==> src/rtl/ps2_key_receiver_pkg.sv <==
// ps2_key_receiver_pkg: set-2 prefix codes, receiver FSM states and key event layout
package ps2_key_receiver_pkg;
    localparam logic [7:0] PS2_BREAK = 8'hF0;
    localparam logic [7:0] PS2_EXT = 8'hE0;
    localparam int EVENT_W = 10;
    typedef enum logic [1:0] {PS2_IDLE, PS2_DATA, PS2_PARITY, PS2_STOP} ps2State_t;
    typedef struct packed {
        logic keyRelease;
        logic keyExtended;
        logic [7:0] keyCode;
    } keyEvent_t;
    function automatic logic isPrefix(input logic [7:0] b);
        return b == PS2_BREAK || b == PS2_EXT;
    endfunction
endpackage

==> src/rtl/ps2_key_receiver_if.sv <==
// ps2_key_receiver_if: key event stream from the PS/2 receiver to the core
interface ps2_key_receiver_if;
    logic iPop;
    logic oValid;
    logic [7:0] oKeyCode;
    logic oKeyRelease;
    logic oKeyExtended;
    logic oFrameError;
    logic oOverflow;
    modport master(input iPop, output oValid, oKeyCode, oKeyRelease, oKeyExtended, oFrameError, oOverflow);
    modport slave(output iPop, input oValid, oKeyCode, oKeyRelease, oKeyExtended, oFrameError, oOverflow);
endinterface

==> src/rtl/ps2_event_fifo.sv <==
// ps2_event_fifo: synchronous show-ahead FIFO with registered occupancy count
module ps2_event_fifo #(
    parameter int DEPTH = 4,
    parameter int WIDTH = 10
) (
    input  logic             Clock,
    input  logic             Reset,
    input  logic             iPush,
    input  logic [WIDTH-1:0] iData,
    input  logic             iPop,
    output logic [WIDTH-1:0] oData,
    output logic             oEmpty,
    output logic             oFull
);
    localparam int AW = $clog2(DEPTH);
    localparam int CW = AW + 1;
    logic [WIDTH-1:0] mem [DEPTH];
    logic [AW-1:0] rdPtr, wrPtr;
    logic [CW-1:0] count;
    logic doPush, doPop;
    assign oEmpty = count == '0;
    assign oFull = count == CW'(DEPTH);
    assign doPop = iPop && !oEmpty;
    assign doPush = iPush && (!oFull || doPop);
    assign oData = oEmpty ? '0 : mem[rdPtr];
    always_ff @(posedge Clock) begin
        if (doPush) mem[wrPtr] <= iData;
    end
    always_ff @(posedge Clock) begin
        if (Reset) begin
            rdPtr <= '0;
            wrPtr <= '0;
            count <= '0;
        end else begin
            if (doPush) wrPtr <= wrPtr + 1'b1;
            if (doPop) rdPtr <= rdPtr + 1'b1;
            count <= count + CW'(doPush) - CW'(doPop);
        end
    end
endmodule

==> src/rtl/ps2_key_receiver.sv <==
// ps2_key_receiver: filtered PS/2 frame receiver with set-2 prefix decoding into an event FIFO
module ps2_key_receiver
    import ps2_key_receiver_pkg::*;
#(
    parameter int FIFO_DEPTH = 4,
    parameter int FILTER_LEN = 4,
    parameter int TIMEOUT_CYCLES = 50000
) (
    input logic Clock,
    input logic Reset,
    input logic iPS2Clk,
    input logic iPS2Data,
    ps2_key_receiver_if.master kbd
);
    localparam int FW = $clog2(FILTER_LEN) + 1;
    localparam int TW = $clog2(TIMEOUT_CYCLES) + 1;
    logic [1:0] clkSync, dataSync;
    logic filtClk, clkDiffers, filtDone, sample, dataBit;
    logic [FW-1:0] filtCnt;
    ps2State_t state, stateNext;
    logic [2:0] bitCnt, bitCntNext;
    logic [7:0] shiftReg, shiftNext;
    logic parityErr, parityErrNext;
    logic [TW-1:0] wdCnt, wdNext;
    logic goodByte, badFrame, push, popNow, fifoEmpty, fifoFull;
    logic relPend, extPend;
    keyEvent_t head;
    assign clkDiffers = clkSync[1] != filtClk;
    assign filtDone = clkDiffers && filtCnt == FW'(FILTER_LEN - 1);
    assign sample = filtDone && !clkSync[1];
    assign dataBit = dataSync[1];
    always_ff @(posedge Clock) begin
        if (Reset) begin
            clkSync <= 2'b11;
            dataSync <= 2'b11;
            filtClk <= 1'b1;
            filtCnt <= '0;
            relPend <= 1'b0;
            extPend <= 1'b0;
            kbd.oFrameError <= 1'b0;
            kbd.oOverflow <= 1'b0;
        end else begin
            clkSync <= {clkSync[0], iPS2Clk};
            dataSync <= {dataSync[0], iPS2Data};
            filtCnt <= (clkDiffers && !filtDone) ? filtCnt + 1'b1 : '0;
            if (filtDone) filtClk <= clkSync[1];
            if (goodByte) begin
                relPend <= shiftReg == PS2_BREAK || (shiftReg == PS2_EXT && relPend);
                extPend <= shiftReg == PS2_EXT || (shiftReg == PS2_BREAK && extPend);
            end
            kbd.oFrameError <= badFrame;
            kbd.oOverflow <= kbd.oOverflow || (push && fifoFull && !popNow);
        end
    end
    always_ff @(posedge Clock) begin
        if (Reset) begin
            state <= PS2_IDLE;
            bitCnt <= '0;
            shiftReg <= '0;
            parityErr <= 1'b0;
            wdCnt <= '0;
        end else begin
            state <= stateNext;
            bitCnt <= bitCntNext;
            shiftReg <= shiftNext;
            parityErr <= parityErrNext;
            wdCnt <= wdNext;
        end
    end
    always_comb begin
        stateNext = state;
        bitCntNext = bitCnt;
        shiftNext = shiftReg;
        parityErrNext = parityErr;
        wdNext = '0;
        goodByte = 1'b0;
        badFrame = 1'b0;
        case (state)
            PS2_IDLE: if (sample && !dataBit) begin
                stateNext = PS2_DATA;
                bitCntNext = '0;
            end
            PS2_DATA: if (sample) begin
                shiftNext = {dataBit, shiftReg[7:1]};
                bitCntNext = bitCnt + 1'b1;
                stateNext = bitCnt == 3'd7 ? PS2_PARITY : PS2_DATA;
            end
            PS2_PARITY: if (sample) begin
                parityErrNext = ~(^shiftReg ^ dataBit);
                stateNext = PS2_STOP;
            end
            default: if (sample) begin
                goodByte = dataBit && !parityErr;
                badFrame = !goodByte;
                stateNext = PS2_IDLE;
            end
        endcase
        // A stalled frame is dropped; prefix flags survive so a retransmit still decodes.
        if (state != PS2_IDLE && !sample) begin
            if (wdCnt == TW'(TIMEOUT_CYCLES - 1)) begin
                stateNext = PS2_IDLE;
                badFrame = 1'b1;
            end else begin
                wdNext = wdCnt + 1'b1;
            end
        end
    end
    assign push = goodByte && !isPrefix(shiftReg);
    assign popNow = kbd.iPop && !fifoEmpty;
    ps2_event_fifo #(.DEPTH(FIFO_DEPTH), .WIDTH(EVENT_W)) fifo (
        .Clock(Clock),
        .Reset(Reset),
        .iPush(push),
        .iData({relPend, extPend, shiftReg}),
        .iPop(kbd.iPop),
        .oData(head),
        .oEmpty(fifoEmpty),
        .oFull(fifoFull)
    );
    assign kbd.oValid = !fifoEmpty;
    assign kbd.oKeyCode = head.keyCode;
    assign kbd.oKeyRelease = head.keyRelease;
    assign kbd.oKeyExtended = head.keyExtended;
endmodule

==> src/flat_wrapper.sv <==
// flat-port wrapper written by rule: the top's interface ports become plain ports
module ps2_key_receiver_flat import ps2_key_receiver_pkg::*;
#(
    parameter int FIFO_DEPTH = 4,
    parameter int FILTER_LEN = 4,
    parameter int TIMEOUT_CYCLES = 50000
)
  (Clock, Reset, iPS2Clk, iPS2Data, kbd_iPop, kbd_oValid, kbd_oKeyCode, kbd_oKeyRelease, kbd_oKeyExtended, kbd_oFrameError, kbd_oOverflow);
  ps2_key_receiver_if kbd_i ();
  input logic Clock;
  input logic Reset;
  input logic iPS2Clk;
  input logic iPS2Data;
  input wire logic [$bits(kbd_i.iPop)-1:0] kbd_iPop;
  output wire logic [$bits(kbd_i.oValid)-1:0] kbd_oValid;
  output wire logic [$bits(kbd_i.oKeyCode)-1:0] kbd_oKeyCode;
  output wire logic [$bits(kbd_i.oKeyRelease)-1:0] kbd_oKeyRelease;
  output wire logic [$bits(kbd_i.oKeyExtended)-1:0] kbd_oKeyExtended;
  output wire logic [$bits(kbd_i.oFrameError)-1:0] kbd_oFrameError;
  output wire logic [$bits(kbd_i.oOverflow)-1:0] kbd_oOverflow;
  assign kbd_i.iPop = kbd_iPop;
  assign kbd_oValid = kbd_i.oValid;
  assign kbd_oKeyCode = kbd_i.oKeyCode;
  assign kbd_oKeyRelease = kbd_i.oKeyRelease;
  assign kbd_oKeyExtended = kbd_i.oKeyExtended;
  assign kbd_oFrameError = kbd_i.oFrameError;
  assign kbd_oOverflow = kbd_i.oOverflow;
  ps2_key_receiver #(.FIFO_DEPTH(FIFO_DEPTH), .FILTER_LEN(FILTER_LEN), .TIMEOUT_CYCLES(TIMEOUT_CYCLES)) u_core (.Clock(Clock), .Reset(Reset), .iPS2Clk(iPS2Clk), .iPS2Data(iPS2Data), .kbd(kbd_i));
endmodule
==> config.mk <==
export PLATFORM = sky130hd
export DESIGN_NAME = ps2_key_receiver_flat
export DESIGN_NICKNAME = d
export VERILOG_FILES = /design/src/rtl/ps2_key_receiver_pkg.sv /design/src/rtl/ps2_key_receiver_if.sv /design/src/rtl/ps2_event_fifo.sv /design/src/rtl/ps2_key_receiver.sv /design/src/flat_wrapper.sv
export SDC_FILE = /design/constraint.sdc
export NUM_CORES = 1
export LEC_CHECK = 0
export ABC_AREA = 1
export CAP_MARGIN = 20
export CORE_ASPECT_RATIO = 1.1
export CORE_MARGIN = 4
export CORE_UTILIZATION = 25
export DETAILED_ROUTE_END_ITERATION = 7
export PLACE_DENSITY = 0.48
export RECOVER_POWER = 25
export SKIP_LAST_GASP = 1
export SLEW_MARGIN = 20
export SYNTH_ARGS = -nofsm -noshare
export SYNTH_HDL_FRONTEND = slang
export SYNTH_SLANG_ARGS = --single-unit
==> constraint.sdc <==
create_clock -name Clock -period 2.3 [get_ports Clock]
set_input_delay 0.345 -clock Clock [delete_from_list [all_inputs] [get_ports Clock]]
set_output_delay 0.345 -clock Clock [all_outputs]
set_load 0.05 [all_outputs]
==> run summary, run 1 <==
The nature of the critical path endpoint is a flip-flop. The synthesized cell area came out at 4130 sq um. STA puts the critical path data arrival time at 2.46 ns. STA classifies the critical path startpoint as a flip-flop.

After detailed routing, the average wire length per cell comes to 11.7 um. The number of inserted diodes is 0. The minimum setup slack after placement came out at 0.0206 ns. The number of hold buffers added after CTS is 0. The number of failing hold endpoints at the final stage is 0. The final setup violation count came out at 0. The flow ran to the end, and the final reports show no timing, DRC or antenna violations. The min-delay analysis places its worst path in the category flip-flop to flip-flop.

The average vias per placed instance came out at 4.25. The total wirelength of the detailed-routed design came out at 8310 um. The global-route wire length before repair came out at 14000 um. The detailed-placement wirelength estimate came out at 5880 um. The minimum period implied by the final worst setup slack is 2.18 ns. Setup repair after global routing left no endpoint under its margin. The switching fraction of total power is 35.3%. The summed negative setup slack over all endpoints came out at 0 ns. The maximum vdd drop came out at 0.433 mV. The number of antenna violations at the first check in global routing is 0. The H-tree generated during clock tree synthesis spans 3 levels.

The standard cell area after detailed placement is 4620 sq um. The core outline area is 16200 sq um. The die covers 18600 sq um. The count of state elements after synthesis came out at 92. The cell count after placement is 694. Pin placement for this block handled 18 I/O pins. The largest net degree at the start of global routing came out at 21.

Before antenna repair, the detailed router went through 4 iterations. The number of pins exceeding their max-slew limit in the final report is 0. The share of the synthesized area in the top cell type is 29.1%. Of all flip-flops after synthesis, the portion carrying an async set or reset was 0%. The clock network fraction of design power came out at 32.1%. Traced cell by cell, the critical path runs through inv_1, ha_1, nand2_2, nor2_1, nor2_2, nand3_2, ha_1, inv_1, ha_1, fa_1, inv_1, o21ai_0, a21oi_1.

The count of buffers from port buffering is 17. The clock latency on the worst-skew pair is 0.35 ns. The CTS sink count came out at 92.

The area growth from synthesis to layout is 19.2%. Once the floorplan was initialized, standard cells occupied 25.4% of the core. Among all stages on the critical path, the largest delay is contributed by fa_1.

The combinational group share of total power came out at 28.5%. Synthesis produced a netlist whose cell count is 461. The internal portion of the total power is 2.92 mW. The area of all placed cells without fillers is 4920 sq um.

The required time at the endpoint of the critical path came out at 2.58 ns. The clock transition at the registers of the reported paths is 0.07 ns. The most used flip-flop cell after synthesis is dfxtp_1. Cells with a size suffix above 1 make up 16.6% of the layout. Based on the critical path, the design can be clocked at up to 0.459 GHz. The DRC violation count after routing is 0. Buffers inserted during clock tree synthesis total 9. Registers are responsible for 39.3% of the overall power. The fraction of the yosys area taken by sequential cells is 54.3%. For this run, the number of standard cells in the final layout without fillers is 711.

The maximum cell stage delay along the critical path came out at 0.35 ns. The smallest setup slack after layout came out at 0.122 ns. The switching component of the power is 1.59 mW.

Summed over all layers, the global routing overflow is 0. When the netlist entered floorplanning its net count stood at 483. The tool flagged a number of max-cap violations equal to 0. The number of design-rule violations left by the first detailed-router iteration is 136. The worst hold slack across all endpoints came out at 0.417 ns. Headroom to the max-slew limit came out at 64.7%. The site row count is 49. The final setup skew is 0.00941 ns. The final estimated routing congestion in global placement came out at 0.721. Yosys attributes the largest share of cell area to edfxtp_1, dfxtp_1, nor2_1, nand2_1, inv_1. The transition time at the pin with the least slew margin came out at 0.528 ns. The via count of the first global-routing pass came out at 2962. The yosys synthesis warning count is 0. The post-layout net count came out at 524.

The root buffer cell is clkbuf_16. After layout, the design draws a total of 4.51 mW. In this run, synthesis inferred 40 flip-flops with an integrated enable. The maximum root-to-sink buffer count is 2. The final route contains 3024 vias. The core occupancy in the finished layout is 30.3%.

The number of nets with antenna violations after routing is 0. Of all nets on the critical path, the largest fanout is 3. The total power divided by cell area came out at 916 nW/um^2.

For this run, the total global-route usage over all layers was measured as 9.57%. TritonCTS built the clock tree. The width of the die is 130 um. The category of the most critical setup path is flip-flop to flip-flop. The number of distinct library cells after synthesis came out at 34. The final critical-path share of the clock period is 94.7%.

The synthesized design spends more area on one cell type than any other, namely edfxtp_1. The chip height is 143 um. In this run the mean area of a mapped cell was 8.95 sq um.

For this design the static power due to leakage is 1.79 nW.
-- Yosys cell counts (2+ instances only) --
master,n
o21ai_0,33
a21oi_1,35
or2_2,5
nor2_4,2
nor3_2,2
nand2_2,4
nand3b_1,3
inv_2,4
dfxtp_1,52
nand2_1,57
xor2_1,5
ha_1,16
nand3_1,15
buf_2,3
nand3_2,4
nand4_1,6
nor2_2,12
nor3_1,2
clkbuf_1,5
inv_1,56
a21oi_2,3
nor2_1,83
edfxtp_1,40
xnor2_1,3
o21ai_1,2
-- path summary, 6_finish.rpt --
path	from	end	slack [ns]	cells past startpoint
min	u_core.filtCnt[0]$_SDFF_PP0_	u_core.filtCnt[0]$_SDFF_PP0_	0.42	1
min reg2reg	u_core.filtCnt[0]$_SDFF_PP0_	u_core.filtCnt[0]$_SDFF_PP0_	0.42	1
max	u_core.shiftReg[2]$_SDFFE_PP0P_	u_core.fifo.count[2]$_SDFF_PP0_	0.12	13
max reg2reg	u_core.shiftReg[2]$_SDFFE_PP0P_	u_core.fifo.count[2]$_SDFF_PP0_	0.12	13
-- power groups by stage --
stage                     combinational [mW]  sequential, mW  clock [mW]
after floorplan                        0.898            1.80           0
after global placement                  1.29            1.81           0
after detailed placement                1.30            1.81           0
after CTS                               1.31            1.77        1.51
after global routing                    1.38            1.78        1.58
final                                   1.29            1.77        1.45
-- cells in the final DEF (no fill, tap or decap), drive strengths merged --
cell           Yosys  layout
ha                16      16
or2                6       6
xor2               5       5
nand2             62      62
clkdlybuf4s50      0       6
o211ai             1       1
buf                5      28
nand3b             3       3
inv               60      62
a21oi             38      38
dfxtp             52      52
fa                 1       1
clkinvlp           0       1
o21bai             1       1
xnor2              3       3
nand3             19      19
nor3               4       4
nor2              97      97
o21ai             35      35
clkbuf             5      17
nand4              6       6
and2               1       1
edfxtp            40      40
clkinv             1       3
-- logic make-up (layout without fill, tap and decap cells) --
family | after synthesis | count (layout) | share of synthesized area (%)
AND/OR/NAND/NOR | 198 | 198 | 22.0
XOR/XNOR | 8 | 8 | 1.70
AO/OA/AOI/OAI | 75 | 75 | 9.49
flip-flops | 92 | 92 | 54.3
adder cells (fa/ha/maj) | 17 | 17 | 5.34
buffers and inverters | 71 | 117 | 7.13
-- timing repair --
action,in CTS,in global routing
setup buffers,0,1
resized for setup,0,6
setup endpoints to repair,0,2
-- per-layer routing --
layer / global-route usage, % / up-vias / wire length (um)
li1: - / 1576 / -
met2: 16.5 / 32 / 4120
met5: 0 / - / 0
met1: 11.1 / 1407 / 3780
met3: 2.62 / 9 / 264
met4: 3.90 / 0 / 146
-- worst max-delay path: cells and delay by family, from the launching register on --
kind / cells / cell delay, ns
flip-flops: 1 / 0.33
buffers and inverters: 3 / 0.16
adder cells (fa/ha/maj): 4 / 1.01
AND/OR/NAND/NOR: 4 / 0.40
AO/OA/AOI/OAI: 2 / 0.21
-- layout make-up --
class	instances	area (sq um)
Clock buffer	11	254
Clock inverter	5	42.5
Fill cell	1709	11300
Inverter	61	229
Multi-Input combinational cell	298	1600
Sequential cell	92	2240
Tap cell	204	255
Timing Repair Buffer	40	293
-- registers in the layout, summed over array words and instances, names as in the netlist, named ones only --
register,cells
u_core.wdCnt,17
u_core.state,2
u_core.fifo.rdPtr,2
u_core.clkSync,2
u_core.fifo.wrPtr,2
u_core.parityErr,1
u_core.filtCnt,3
u_core.fifo.mem,40
u_core.dataSync,2
u_core.kbd.oOverflow,1
u_core.bitCnt,3
u_core.extPend,1
u_core.kbd.oFrameError,1
u_core.filtClk,1
u_core.relPend,1
u_core.shiftReg,8
u_core.fifo.count,3
Power figures use the tool's default switching activity.
==> inputs of run 2 (changes only) <==
--- a/config.mk
+++ b/config.mk
@@ -14,7 +14,7 @@
 export PLACE_DENSITY = 0.48
 export RECOVER_POWER = 25
 export SKIP_LAST_GASP = 1
-export SLEW_MARGIN = 20
+export SLEW_MARGIN = 10
 export SYNTH_ARGS = -nofsm -noshare
 export SYNTH_HDL_FRONTEND = slang
 export SYNTH_SLANG_ARGS = --single-unit
==> results of run 2 <==
No change in the layout: final DEF, timing and power equal those of run 1.
==> inputs of run 3 (changes only) <==
--- a/config.mk
+++ b/config.mk
@@ -6,7 +6,7 @@
 export NUM_CORES = 1
 export LEC_CHECK = 0
 export ABC_AREA = 1
-export CAP_MARGIN = 20
+export CAP_MARGIN = 40
 export CORE_ASPECT_RATIO = 1.1
 export CORE_MARGIN = 4
 export CORE_UTILIZATION = 25
==> results of run 3 <==
No change in the layout: final DEF, timing and power equal those of run 1.
